**config.mk**
```make
export PLATFORM = sky130hd
export DESIGN_NAME = time_display_scan
export DESIGN_NICKNAME = d
export VERILOG_FILES = /design/src/rtl/time_display_scan.sv
export SDC_FILE = /design/constraint.sdc
export NUM_CORES = 1
export LEC_CHECK = 0
export BUFFER_PORTS_ARGS = -buffer_cell sky130_fd_sc_hd__buf_2
export CAP_MARGIN = 30
export CELL_PAD_IN_SITES_DETAIL_PLACEMENT = 1
export CELL_PAD_IN_SITES_GLOBAL_PLACEMENT = 2
export CORE_ASPECT_RATIO = 1.75
export CORE_UTILIZATION = 34
export DETAILED_ROUTE_END_ITERATION = 8
export GPL_ROUTABILITY_DRIVEN = 0
export PLACE_DENSITY = 0.85
export SETUP_SLACK_MARGIN = 0.2
export SYNTH_ARGS = -nofsm -noshare
export SYNTH_HDL_FRONTEND = slang
export SYNTH_SLANG_ARGS = --single-unit
```
**constraint.sdc**
```tcl
create_clock -name clock -period 3.35 [get_ports clock]
set_clock_uncertainty 0.2 [all_clocks]
set_input_delay 0.1675 -clock clock [delete_from_list [all_inputs] [get_ports clock]]
set_output_delay 0.1675 -clock clock [all_outputs]
set_load 0.01 [all_outputs]
```
**src/rtl/time_display_scan.sv**
```systemverilog
`default_nettype none
// ============================================================================
// Module      : time_display_scan
// Description : Four-digit multiplexed seven-segment driver with debounced
//               page button and per-frame coherent snapshot of the BCD inputs.
// Revision    : 1.0 - initial release
// ============================================================================
module time_display_scan #(
    parameter int unsigned SCAN_DIV        = 50000,
    parameter int unsigned DEBOUNCE_CYCLES = 1000000,
    parameter bit          COMMON_ANODE    = 1'b1
) (
    input  logic       clock,
    input  logic       reset,
    input  logic       page_btn,
    input  logic [3:0] secbcd0,
    input  logic [3:0] secbcd1,
    input  logic [3:0] minbcd0,
    input  logic [3:0] minbcd1,
    input  logic [3:0] hourbcd0,
    input  logic [3:0] hourbcd1,
    input  logic [3:0] daybcd0,
    input  logic [3:0] daybcd1,
    input  logic [3:0] monthbcd,
    output logic [6:0] seg,
    output logic       dp,
    output logic [3:0] an,
    output logic [1:0] page
);

    localparam int unsigned        c_div_w    = $clog2(SCAN_DIV);
    localparam int unsigned        c_db_w     = $clog2(DEBOUNCE_CYCLES);
    localparam logic [c_div_w-1:0] c_div_last = c_div_w'(SCAN_DIV - 1);
    localparam logic [c_div_w-1:0] c_div_one  = c_div_w'(1);
    localparam logic [c_db_w-1:0]  c_db_last  = c_db_w'(DEBOUNCE_CYCLES - 1);
    localparam logic [c_db_w-1:0]  c_db_one   = c_db_w'(1);

    logic [1:0]         r_sync;
    logic               r_db_level;
    logic [c_db_w-1:0]  r_db_cnt;
    logic [1:0]         r_page;

    logic [c_div_w-1:0] r_div;
    logic [1:0]         r_idx;
    logic [1:0]         r_disp_page;
    logic [3:0]         r_snap_sec0, r_snap_sec1, r_snap_min0, r_snap_min1;
    logic [3:0]         r_snap_hour0, r_snap_hour1, r_snap_day0, r_snap_day1;
    logic [3:0]         r_snap_month;

    logic [6:0]         r_seg_on;
    logic               r_dp_on;
    logic [3:0]         r_an_on;

    logic               w_div_tc;
    logic               w_frame_start;
    logic [3:0]         w_code;
    logic               w_blank;
    logic               w_dp;

    function automatic logic [6:0] seg_decode(input logic [3:0] code);
        case (code)
            4'd0:    seg_decode = 7'h3F;
            4'd1:    seg_decode = 7'h06;
            4'd2:    seg_decode = 7'h5B;
            4'd3:    seg_decode = 7'h4F;
            4'd4:    seg_decode = 7'h66;
            4'd5:    seg_decode = 7'h6D;
            4'd6:    seg_decode = 7'h7D;
            4'd7:    seg_decode = 7'h07;
            4'd8:    seg_decode = 7'h7F;
            4'd9:    seg_decode = 7'h6F;
            default: seg_decode = 7'h40;
        endcase
    endfunction

    // Debounced level flips only after the synchronised level has disagreed
    // for DEBOUNCE_CYCLES consecutive cycles; a flip to pressed advances page.
    always_ff @(posedge clock) begin
        if (reset) begin
            r_sync     <= 2'b00;
            r_db_level <= 1'b0;
            r_db_cnt   <= '0;
            r_page     <= 2'd0;
        end else begin
            r_sync <= {r_sync[0], page_btn};
            if (r_sync[1] == r_db_level) begin
                r_db_cnt <= '0;
            end else if (r_db_cnt == c_db_last) begin
                r_db_cnt   <= '0;
                r_db_level <= r_sync[1];
                if (r_sync[1]) begin
                    r_page <= (r_page == 2'd2) ? 2'd0 : r_page + 2'd1;
                end
            end else begin
                r_db_cnt <= r_db_cnt + c_db_one;
            end
        end
    end

    assign w_div_tc      = (r_div == c_div_last);
    assign w_frame_start = w_div_tc && (r_idx == 2'd3);

    always_ff @(posedge clock) begin
        if (reset) begin
            r_div        <= '0;
            r_idx        <= 2'd0;
            r_disp_page  <= 2'd0;
            r_snap_sec0  <= 4'd0;
            r_snap_sec1  <= 4'd0;
            r_snap_min0  <= 4'd0;
            r_snap_min1  <= 4'd0;
            r_snap_hour0 <= 4'd0;
            r_snap_hour1 <= 4'd0;
            r_snap_day0  <= 4'd0;
            r_snap_day1  <= 4'd0;
            r_snap_month <= 4'd0;
        end else begin
            r_div <= w_div_tc ? '0 : r_div + c_div_one;
            if (w_div_tc) begin
                r_idx <= r_idx + 2'd1;
            end
            if (w_frame_start) begin
                r_disp_page  <= r_page;
                r_snap_sec0  <= secbcd0;
                r_snap_sec1  <= secbcd1;
                r_snap_min0  <= minbcd0;
                r_snap_min1  <= minbcd1;
                r_snap_hour0 <= hourbcd0;
                r_snap_hour1 <= hourbcd1;
                r_snap_day0  <= daybcd0;
                r_snap_day1  <= daybcd1;
                r_snap_month <= monthbcd;
            end
        end
    end

    // Digit content comes only from the snapshot, never from the live inputs.
    always_comb begin
        w_code  = 4'd0;
        w_blank = 1'b0;
        w_dp    = (r_idx == 2'd2);
        case (r_disp_page)
            2'd1: begin
                case (r_idx)
                    2'd3:    w_code = r_snap_min1;
                    2'd2:    w_code = r_snap_min0;
                    2'd1:    w_code = r_snap_sec1;
                    default: w_code = r_snap_sec0;
                endcase
            end
            2'd2: begin
                case (r_idx)
                    2'd3:    w_blank = 1'b1;
                    2'd2:    w_code  = r_snap_month;
                    2'd1:    w_code  = r_snap_day1;
                    default: w_code  = r_snap_day0;
                endcase
            end
            default: begin
                case (r_idx)
                    2'd3: begin
                        w_code  = r_snap_hour1;
                        w_blank = (r_snap_hour1 == 4'd0);
                    end
                    2'd2:    w_code = r_snap_hour0;
                    2'd1:    w_code = r_snap_min1;
                    default: w_code = r_snap_min0;
                endcase
            end
        endcase
    end

    always_ff @(posedge clock) begin
        if (reset) begin
            r_seg_on <= 7'h00;
            r_dp_on  <= 1'b0;
            r_an_on  <= 4'h0;
        end else begin
            r_seg_on <= w_blank ? 7'h00 : seg_decode(w_code);
            r_dp_on  <= w_dp;
            r_an_on  <= 4'b0001 << r_idx;
        end
    end

    assign seg  = r_seg_on ^ {7{COMMON_ANODE}};
    assign dp   = r_dp_on ^ COMMON_ANODE;
    assign an   = r_an_on ^ {4{COMMON_ANODE}};
    assign page = r_page;

endmodule
`default_nettype wire

```
After elaboration in Yosys (flattened, before gate mapping)

Memory sizes are Yosys's and may differ from the RTL's. A register that Yosys moved wholly into a read port is not among the register bits.
Index checks and enable logic that the tools add are counted.

Word-level logic and storage cells: 52
ROM bits: 112
Memories kept: 1
Bits in registers: 86

Memories:

| memory           | words | bits a word | read ports | clocked after Yosys merged registers in | wr ports | line | RTL |
|---|---|---|---|---|---|---|---|
| (name not given) | 16    | 7           | 1          | 1                                       | 0        | 61   | `case (code)` |

Shifts and indexed selects: 1
Mux-type cells: 8
Equality and inequality tests: 9
Add/subtract/negate cells: 4
Reduce and logical (&&, ||, !) cells: 7
Bitwise logic cells: 4

Operators with widths:

| operator                                        | number |
|---|---|
| one-hot mux 4 bit (3 select lines)              | 3 |
| adder 20 x 1 -> 20 bit, second input constant   | 1 |
| == test 20 bit, second input constant           | 1 |
| adder 16 x 1 -> 16 bit, second input constant   | 1 |
| == test 16 bit, second input constant           | 1 |
| == test 2 bit, second input constant            | 4 |
| one-hot mux 4 bit (2 select lines)              | 1 |
| inverter 7 bit                                  | 1 |
| adder 2 x 1 -> 2 bit, second input constant     | 2 |
| == test 2 x 1 -> 1 bit, second input constant   | 2 |
| logical NOT 4 bit                               | 1 |
| inverter 4 bit                                  | 1 |
| OR reduction 2 bit                              | 2 |
| left shift 1 x 2 -> 4 bit, first input constant | 1 |
| AND reduction 3 bit                             | 1 |
| OR reduction 3 bit                              | 1 |
| 2-to-1 mux 1 bit                                | 2 |
| 2-to-1 mux 2 bit                                | 1 |
| inverter 1 bit                                  | 2 |
| one-hot mux 1 bit (2 select lines)              | 1 |
| AND reduction 2 bit                             | 1 |
| == test 1 bit                                   | 1 |
| logical AND 1 bit                               | 1 |

Longest topological paths before layout

Gate-level depths: netlist of run 1.

Depth after elaboration: 4
Depth in mapped cells: 11

Worst setup path before layout of run 1

OpenSTA, ideal clock, no wires.

Path type: reg2reg
Start: reg r_idx[0]
End: reg r_seg_on[1]
Buffers on the path: 1
Arrival: 2,630 ps
Required time: 3,030 ps
Setup slack: 399 ps
Stages on the path, launching flop included: 12
Cell sequence: dfxtp_1 inv_1 ha_1 clkbuf_1 a222oi_1 o21ai_0 a211oi_1 inv_1 ha_1 inv_1 o21ai_0 a21oi_1

RTL lines:

| what                                                         | line          | RTL |
|---|---|---|
| start, declared                                              | 44            | `logic [1:0] r_idx;` |
| start signal, assigned                                       | 120           | `r_idx <= r_idx + 2'd1;` |
| == test 2 bit (*)                                            | n/a           |  |
| via w_dp                                                     | 58            | `logic w_dp;` |
| one-hot mux 4 bit (3 select lines), on equally long branches | 160, 144, 152 |  |
| one-hot mux 4 bit (2 select lines) (*)                       | 142           | `case (r_disp_page)` |
| end, declared                                                | 50            | `logic [6:0] r_seg_on;` |

Mark *: on every way through the listed nets, which the timed path passes. The rest lies on a longest branch.
A chain may end at the register's enable or synchronous reset.

Final worst setup path of run 1

Start: reg r_idx[0]
End: reg r_seg_on[3]

Cells in the longest elaborated chain, start to end: 4

RTL lines:

| what                                       | line |
|---|---|
| == test 2 bit                              | 144, 152, 160 |
| 2-to-1 mux 1 bit, on equally long branches | 160, 152 |
| one-hot mux 1 bit (2 select lines)         | 142 |
| OR reduction 2 bit (no source line)        | n/a |

Several ways; a longest one is shown, not always the timed one.

==> flow_summary_export.csv, run 1 <==
group,metric,value,unit
critical_path,arrival,2.92,ns
finish,syn_to_final_growth,24.6,%
route,drt_iter0_drc,77,
clock_tree,numCtsBuffers,9,
logic_synthesis,synth_edf_count,0,
clock_tree,cts_tree,"yes",
logic_synthesis,netlist.area_leader.share,44.1,%
logic_synthesis,synth_cell_types,46,
power_and_ir_drop,power.share.clock,44.6,%
timing,drv_slew,0,
logic_synthesis,avgSynthCellArea,8.35,um^2
clock_tree,post_cts_resized,0,
job,max_cap_violations,0,
logic_synthesis,yosys.area_share.simple,24.3,%
route,vias,3732,
critical_path,criticalPathCategory,"flip-flop to flip-flop",
run_status,outcome,"finished clean",
finish,drive_above_1_share,14.3,%
critical_path,crit_required,3.40,ns
critical_path,startpoint_type,"flip-flop",
logic_synthesis,synthAdderAreaFrac,4.74,%
timing,rsz0062_at_grt,"false",
critical_path,end_kind,"flip-flop",
timing,hold_ws,0.130,ns
global_route,grt_pass1_vias,3970,
logic_synthesis,synth-compound-area-share,13.2,%
power_and_ir_drop,intPower,1.70,mW
clock_tree,cts.sinks,93,
timing,maxSlewHeadroom,44.6,%
logic_synthesis,synth_fp_nets,561,
clock_tree,clock_latency,0.35,ns
logic_synthesis,synth_xor_area_share,6.63,%
route,ant_nets,0,
logic_synthesis,synthTopCellsByArea,"dfxtp_1, nand2_1, a21oi_1",
logic_synthesis,synthesis.area,4230,um^2
logic_synthesis,yosys.area.top_type,"dfxtp_1",
finish,antennaDiodeCount,0,
power_and_ir_drop,p_sw,493,uW
clock_tree,cts_buffer_depth,2,
timing,timing.fmax,347,MHz
floorplan,initial_core_util,35.0,%
power_and_ir_drop,irDropWorstVdd,0.000252,V
power_and_ir_drop,pwr-share-seq,51.0,%
logic_synthesis,yosys_register_bits,93,
finish,num-nets-final,644,
logic_synthesis,synthMuxAreaShare,0.977,%
logic_synthesis,syn_inst,506,
logic_synthesis,ys_seq_area_share,44.1,%
power_and_ir_drop,p_leak,1.90,nW
logic_synthesis,synth-main-ff-cell,"dfxtp_1",
floorplan,dieArea,12900,um^2
place,port_buffers,52,
logic_synthesis,async_reset_ff_share,0,%
logic_synthesis,yosysWarnings,0,
global_route,grt_max_degree,39,
timing,setup_viol_count_final,0,
floorplan,io_pins,53,
hold_path,hold_class,"input port to flip-flop",
floorplan,die_w,86.3,um
global_route,grt_pass1_wl,18600,um
place,place_hpwl,8310,um
route,via_per_inst,4.92,
finish,regMostFlops,"r_db_cnt",
power_and_ir_drop,powerDensity,417,nW/um^2
global_route,antenna_found_initial,0,
global_route,grt.overflow.total,0,
logic_synthesis,synth_most_common_cell,"nand2_1",
timing,hold_violations,0,
route,drc_errors,0,
finish,reg.largest.list,"r_db_cnt (20), r_div (16), r_seg_on (7)",
route,first_pass_iters,4,
timing,fin_crit_sh,85.9,%
global_route,gr-usage-all-layers,18.6,%
clock_tree,cts-htree-levels,3,
route,wirelength,11300,um
clock_tree,clockRootBuffer,"clkbuf_16",
floorplan,row_count,53,
clock_tree,clk_pin_slew_worst_paths,0.07,ns
critical_path,cp_max_fo,24,
floorplan,core,12100,um^2
logic_synthesis,synth_top_cells_by_count,"nand2_1, dfxtp_1, a21oi_1",
floorplan,die_h,149,um
route,routedWlPerCell,14.9,um
timing,tns,0,ns
power_and_ir_drop,pwr-share-comb,4.4,%
finish,largest_register_ffs,20,
timing,worst_pin_slew,0.824,ns
power_and_ir_drop,finalPower,2.19,mW
logic_synthesis,synth_top_family_by_area,"simple AND/OR/NAND/NOR gates",
timing,period_needed,2.88,ns
power_and_ir_drop,p_sw_share,22.5,%
[path summary, 6_finish.rpt]
| path | startpoint | endpoint | slack [ns] | cells after the start |
|---|---|---|---|---|
| max | r_idx[0] | r_seg_on[3] | 0.47 | 8 |
| min | reset | r_div[2] | 0.13 | 2 |
| max reg2reg | r_idx[0] | r_seg_on[3] | 0.47 | 8 |
| min reg2reg | r_div[0] | r_div[0] | 0.24 | 1 |
[repair_timing]
action                                 4_1_cts  5_1_grt
endpoints found under the hold margin       37        0
setup buffers                                0        0
hold buffers                                37        0
[routing by layer]
layer | share of wire [%] | up-vias | global-route usage, %
li1 | - | 1871 | -
met5 | 0 | - | 0
met3 | 2.0 | 11 | 3.59
met1 | 38 | 1812 | 18.3
met2 | 58 | 38 | 37.4
met4 | 1.6 | 0 | 6.42
[power groups by stage]
stage	registers, mW	clock network, mW	logic, mW
2_1_floorplan	1.14	0	0.0302
3_3_place_gp	1.14	0	0.0627
3_5_place_dp	1.14	0	0.0644
4_1_cts	1.12	1.00	0.0988
5_1_grt	1.12	1.04	0.107
6_report	1.12	0.978	0.0973
[stage by stage]
stage	instances	area, um^2	setup slack (ns)	util [%]
after floorplan	506	4230	0.399	-
after global placement	706	4610	0.667	38.2
after detailed placement	706	4610	0.485	38.2
after CTS	759	5270	0.467	43.6
after global routing	759	5270	0.216	43.6
final	759	5270	0.472	43.6
[cells by family (layout without fill, tap and decap cells)]
kind of cell             Yosys count  in the layout
XOR/XNOR                          32             32
AO/OA/AOI/OAI                     90             90
multiplexers                       4              4
adder cells (fa/ha/maj)           16             16
flip-flops                        93             93
AND/OR/NAND/NOR                  213            213
buffers and inverters             58            146
[cell usage in the layout (no fill, tap or decap), types with 3 or more instances in the layout]
master / instances
a21bo_2: 3
a21oi_1: 54
a221oi_1: 8
a22oi_1: 8
and3_1: 3
and4_1: 3
buf_2: 52
buf_4: 6
clkbuf_16: 9
dfxtp_1: 93
dlygate4sd3_1: 37
ha_1: 16
inv_1: 35
inv_6: 3
mux2i_1: 3
nand2_1: 95
nand2b_1: 4
nand3_1: 15
nand4_1: 5
nor2_1: 43
nor2b_1: 7
nor3_1: 17
o21ai_0: 4
o32ai_1: 3
or4_1: 3
xnor2_1: 20
xor2_1: 12
[area by class of cell]
cell class	count	area (um^2)
Fill cell	1489	6800
Inverter	35	131
Clock inverter	5	41.3
Timing Repair Buffer	95	676
Sequential cell	93	1860
Multi-Input combinational cell	355	2110
Clock buffer	11	243
Tap cell	165	206
[critical path, cell delays in order, from the launching register on]
cell	delay, ns
dfxtp_1	0.38
inv_1	0.15
ha_1	0.70
o21ai_0	0.20
a211oi_1	0.36
inv_1	0.16
ha_1	0.30
inv_1	0.05
o32ai_1	0.28
No activity file was read; power rests on OpenSTA's default activity.
==> run 2: changes to the inputs <==
--- a/config.mk
+++ b/config.mk
@@ -10,6 +10,7 @@
 export CELL_PAD_IN_SITES_DETAIL_PLACEMENT = 1
 export CELL_PAD_IN_SITES_GLOBAL_PLACEMENT = 2
 export CORE_ASPECT_RATIO = 1.75
+export CORE_MARGIN = 2
 export CORE_UTILIZATION = 34
 export DETAILED_ROUTE_END_ITERATION = 8
 export GPL_ROUTABILITY_DRIVEN = 0
==> run 2 against run 1 <==
Hold slack worse by 0.035 ns. Count of clock-buffer cells in the layout is 1 higher. Final cell count is 0.13% lower. Register-to-register slack better by 0.02 ns. Routed wire length is 0.89% lower. Clock power is 19% higher.
==> flow_summary_export.csv, run 2 (same netlist as run 1, synthesis figures left out) <==
group,metric,value,unit
run_status,outcome,"finished clean",
timing,fin_crit_sh,85.4,%
job,max_cap_violations,0,
floorplan,initial_core_util,35.0,%
power_and_ir_drop,pwr-share-comb,4.1,%
global_route,grt_pass1_vias,3969,
power_and_ir_drop,power.share.clock,48.8,%
finish,num-nets-final,643,
finish,regMostFlops,"r_db_cnt",
global_route,use_met2,34.1,%
finish,layout_common_cells,"nand2_1, dfxtp_1, a21oi_1",
timing,drv_slew,0,
clock_tree,clk_pin_slew_worst_paths,0.07,ns
global_route,grt_max_degree,39,
timing,setup_viol_count_final,0,
global_route,grt.overflow.total,0,
route,first_pass_iters,5,
critical_path,criticalPathCategory,"flip-flop to flip-flop",
global_route,gr-usage-all-layers,18.0,%
timing,timing.fmax,350,MHz
power_and_ir_drop,p_sw,488,uW
critical_path,crit_required,3.39,ns
timing,worst_pin_slew,0.758,ns
critical_path,end_kind,"flip-flop",
global_route,grt_pass1_wl,18700,um
hold_path,hold_class,"input port to flip-flop",
critical_path,cp_max_fo,24,
floorplan,core,12100,um^2
floorplan,io_pins,53,
route,wirelength,11200,um
timing,hold_violations,0,
clock_tree,cts_buffer_depth,2,
power_and_ir_drop,finalPower,2.38,mW
clock_tree,cts-htree-levels,3,
power_and_ir_drop,p_leak,1.93,nW
timing,tns,0,ns
power_and_ir_drop,p_sw_share,20.5,%
clock_tree,numCtsBuffers,9,
finish,largest_register_ffs,20,
clock_tree,post_cts_buffers,0,
global_route,top_usage_layer,"met2",
floorplan,die_h,151,um
clock_tree,cts_tree,"yes",
critical_path,arrival,2.90,ns
floorplan,row_count,53,
power_and_ir_drop,irDropWorstVdd,0.000246,V
route,drt_iter0_drc,98,
timing,hold_ws,0.0951,ns
route,drc_errors,0,
finish,drive_above_1_share,14.3,%
finish,design_area,5320,um^2
power_and_ir_drop,powerDensity,447,nW/um^2
floorplan,dieArea,13400,um^2
critical_path,startpoint_type,"flip-flop",
place,place_area,4600,um^2
finish,reg.largest.list,"r_db_cnt (20), r_div (16), r_seg_on (7)",
timing,period_needed,2.86,ns
clock_tree,cts.sinks,93,
route,vias,3705,
power_and_ir_drop,pwr-share-seq,47.1,%
timing,rsz0062_at_grt,"false",
global_route,use_met1,19.0,%
route,via_per_inst,4.89,
clock_tree,clockRootBuffer,"clkbuf_16",
global_route,antenna_found_initial,0,
finish,post-route-util,44.1,%
finish,final_common_cell,"nand2_1",
timing,maxSlewHeadroom,49.0,%
finish,antennaDiodeCount,0,
place,port_buffers,52,
place,place_hpwl,8130,um
route,ant_nets,0,
global_route,grtUsageMet3,3.68,%
power_and_ir_drop,intPower,1.89,mW
floorplan,die_w,88.3,um
route,routedWlPerCell,14.8,um
finish,syn_to_final_growth,25.9,%
clock_tree,clock_latency,0.35,ns
[run 2: area by class of cell]
type,count,area [um^2]
inverters,35,131
repair buffers,94,668
clock inverters,4,76.3
well taps,165,206
flip-flops and latches,93,1860
clock buffers,12,267
multi-input cells,355,2110
fillers,1464,6750
[run 2: worst max-delay path, cell delays in order (launching register included)]
cell and delay, ns:
dfxtp_1 0.37, inv_1 0.13, ha_1 0.67, o21ai_0 0.22
a211oi_1 0.36, inv_1 0.17, ha_1 0.31, inv_1 0.05
o21ai_0 0.18, a21oi_1 0.09
[run 2: routing by layer]
layer  share of wire, %  wire [um]  vias to the layer above
met5                  0          0                        -
met4                2.2        252                        0
met3                2.2        244                       16
met2                 56       6310                       43
met1                 39       4420                     1787
li1                   -          -                     1859
[run 2: per-stage QoR]
stage	worst slack, ns	std cells
6_report	0.490	758
3_5_place_dp	0.483	705
2_1_floorplan	0.399	506
3_3_place_gp	0.637	705
4_1_cts	0.468	758
5_1_grt	0.238	758
[run 2: timing repair]
action                                  in CTS  in global routing
resized for setup                            0                  0
endpoints found under the setup margin       0                  0
hold buffers                                37                  0
endpoints found under the hold margin       37                  0
[run 2: power by group through the flow]
stage | logic [mW] | clock network (mW) | registers [mW]
finish | 0.0975 | 1.16 | 1.12
global route | 0.108 | 1.24 | 1.12
CTS | 0.0982 | 1.18 | 1.12
detailed placement | 0.0642 | 0 | 1.14
global placement | 0.0634 | 0 | 1.14
floorplan | 0.0302 | 0 | 1.14
[run 2: worst paths after layout]
kind | cells past startpoint | slack, ns | start | end
setup / recovery | 9 | 0.49 | r_idx[0] | r_seg_on[1]
hold / removal | 2 | 0.1 | reset | r_div[2]
setup reg to reg | 9 | 0.49 | r_idx[0] | r_seg_on[1]
hold reg to reg | 1 | 0.24 | r_div[0] | r_div[0]
==> run 3: changes to the inputs <==
--- a/config.mk
+++ b/config.mk
@@ -14,6 +14,7 @@
 export CORE_UTILIZATION = 34
 export DETAILED_ROUTE_END_ITERATION = 8
 export GPL_ROUTABILITY_DRIVEN = 0
+export GPL_TIMING_DRIVEN = 1
 export PLACE_DENSITY = 0.85
 export SETUP_SLACK_MARGIN = 0.2
 export SYNTH_ARGS = -nofsm -noshare
==> constraint.sdc (replaced) <==
create_clock -name clock -period 3.1 [get_ports clock]
set_clock_uncertainty 0.2 [all_clocks]
set_input_delay 0.155 -clock clock [delete_from_list [all_inputs] [get_ports clock]]
set_output_delay 0.155 -clock clock [all_outputs]
set_load 0.01 [all_outputs]
==> run 3 against run 2 <==
Power rose by 2.9%. Sequential cell count did not move. Critical path depth did not move. Hold slack got worse by 0.083 ns. Cell area barely moved. Sequential share of layout area barely moved. Die area unchanged.
==> flow_summary_export.csv, run 3 (same netlist as run 1, synthesis figures left out) <==
group,metric,value,unit
floorplan,core,12100,um^2
critical_path,end_kind,"flip-flop",
clock_tree,cts_buffer_depth,2,
timing,hold_violations,0,
floorplan,io_pins,53,
critical_path,arrival,2.64,ns
critical_path,cp_max_fo,12,
finish,drive_above_1_share,15.3,%
route,drt_iter0_drc,78,
critical_path,worstSetupEndpoint,"r_seg_on[3]",
run_status,outcome,"finished clean",
global_route,grt_max_degree,39,
finish,largest_register_ffs,20,
critical_path,criticalPathCategory,"flip-flop to flip-flop",
critical_path,ff2ff_path_depth,9,
finish,antennaDiodeCount,0,
global_route,grt.overflow.total,0,
route,vias,3754,
power_and_ir_drop,irDropWorstVdd,0.000301,V
timing,tns,0,ns
finish,final_common_cell,"nand2_1",
route,routedWlPerCell,14.5,um
timing,rsz0062_at_grt,"false",
global_route,antenna_found_initial,0,
route,drc_errors,0,
route,wirelength,11000,um
timing,maxSlewHeadroom,46.7,%
critical_path,crit_required,3.14,ns
timing,worst_pin_slew,0.793,ns
timing,drv_slew,0,
finish,reg.largest.list,"r_db_cnt (20), r_div (16), r_seg_on (7)",
place,place_area,4620,um^2
finish,design_area,5320,um^2
timing,period_needed,2.60,ns
global_route,grt_pass1_vias,3956,
place,port_buffers,52,
finish,syn_to_final_growth,25.9,%
clock_tree,cts.sinks,93,
route,ant_nets,0,
critical_path,timing.rr.end,"r_seg_on[3]",
power_and_ir_drop,p_leak,1.93,nW
global_route,grt_pass1_wl,18300,um
global_route,gr-usage-all-layers,17.5,%
critical_path,startpoint,"r_idx[1]",
power_and_ir_drop,powerDensity,459,nW/um^2
finish,num-nets-final,645,
clock_tree,clock_latency,0.35,ns
clock_tree,numCtsBuffers,9,
clock_tree,cts_tree,"yes",
floorplan,dieArea,13400,um^2
floorplan,initial_core_util,35.0,%
route,first_pass_iters,4,
clock_tree,clockRootBuffer,"clkbuf_16",
critical_path,r2r-start,"r_idx[1]",
timing,timing.fmax,384,MHz
floorplan,die_w,88.3,um
critical_path,rrSetupSlack,0.50,ns
clock_tree,clk_pin_slew_worst_paths,0.07,ns
finish,layout_common_cells,"nand2_1, dfxtp_1, a21oi_1",
floorplan,row_count,53,
job,max_cap_violations,0,
hold_path,hold_class,"input port to flip-flop",
floorplan,die_h,151,um
place,place_hpwl,8030,um
critical_path,startpoint_type,"flip-flop",
timing,fin_crit_sh,83.9,%
finish,regMostFlops,"r_db_cnt",
clock_tree,cts-htree-levels,3,
timing,setup_viol_count_final,0,
route,via_per_inst,4.94,
-- run 3: cell count changes in the layout (fill, tap and decap cells not counted), sizes merged --
cell and delta:
buf +2, bufinv -1, clkbuf -2, clkinv +3
clkinvlp -1, inv +1
-- run 3: worst min path at each step --
stage / cells after the start / startpoint / end
global route: 2 / reset / r_sync[1]
CTS: 2 / reset / r_sync[1]
finish: 2 / reset / r_sync[1]
floorplan: 1 / page_btn / r_sync[0]
detailed placement: 2 / page_btn / r_sync[0]
global placement: 2 / page_btn / r_sync[0]
-- run 3: area by class of cell --
class / instances / area (um^2)
Clock buffer: 10 / 239
Inverter: 35 / 131
Timing Repair Buffer: 96 / 683
Fill cell: 1469 / 6750
Sequential cell: 93 / 1860
Multi-Input combinational cell: 355 / 2130
Clock inverter: 6 / 70.1
Tap cell: 165 / 206
-- run 3: worst max-delay path, stage by stage, from the launching register on --
cell	delay, ns
dfxtp_1	0.43
inv_1	0.13
ha_2	0.27
a222oi_1	0.29
o21ai_0	0.15
a211oi_2	0.28
inv_1	0.13
ha_1	0.29
inv_1	0.05
o32ai_1	0.28
-- run 3: stage by stage --
step	hold WS, ns	utilization, %	cells	power, mW	setup WS [ns]
after floorplan	0.0832	-	506	1.27	0.386
after global placement	0.182	38.3	707	1.30	0.508
after detailed placement	0.197	38.3	707	1.31	0.349
after CTS	0.0193	43.9	760	2.47	0.304
after global routing	0.0363	44.1	760	2.54	0.287
final	0.0124	44.1	760	2.44	0.499
-- run 3: layer usage --
metal / vias to the layer above / global-route usage (%) / wire length [um]
met5: - / 0 / 0
met4: 0 / 6.14 / 248
met3: 16 / 3.68 / 307
met2: 48 / 34.3 / 6380
met1: 1824 / 17.6 / 4080
li1: 1866 / - / -
-- run 3: repair_timing --
| action | in CTS | in global routing |
|---|---|---|
| resized for setup | 0 | 4 |
| setup endpoints to repair | 0 | 7 |
| buffers inserted | 0 | 0 |
| hold buffers | 37 | 0 |
| endpoints found under the hold margin | 37 | 0 |
-- run 3: power breakdown --
part | leakage [nW] | total, mW | switching, mW | internal (mW)
Sequential | 0.753 | 1.21 | 0.00481 | 1.20
Clock | 0.153 | 1.13 | 0.475 | 0.654
Combinational | 1.02 | 0.105 | 0.0452 | 0.0603
Total | 1.93 | 2.44 | 0.525 | 1.92
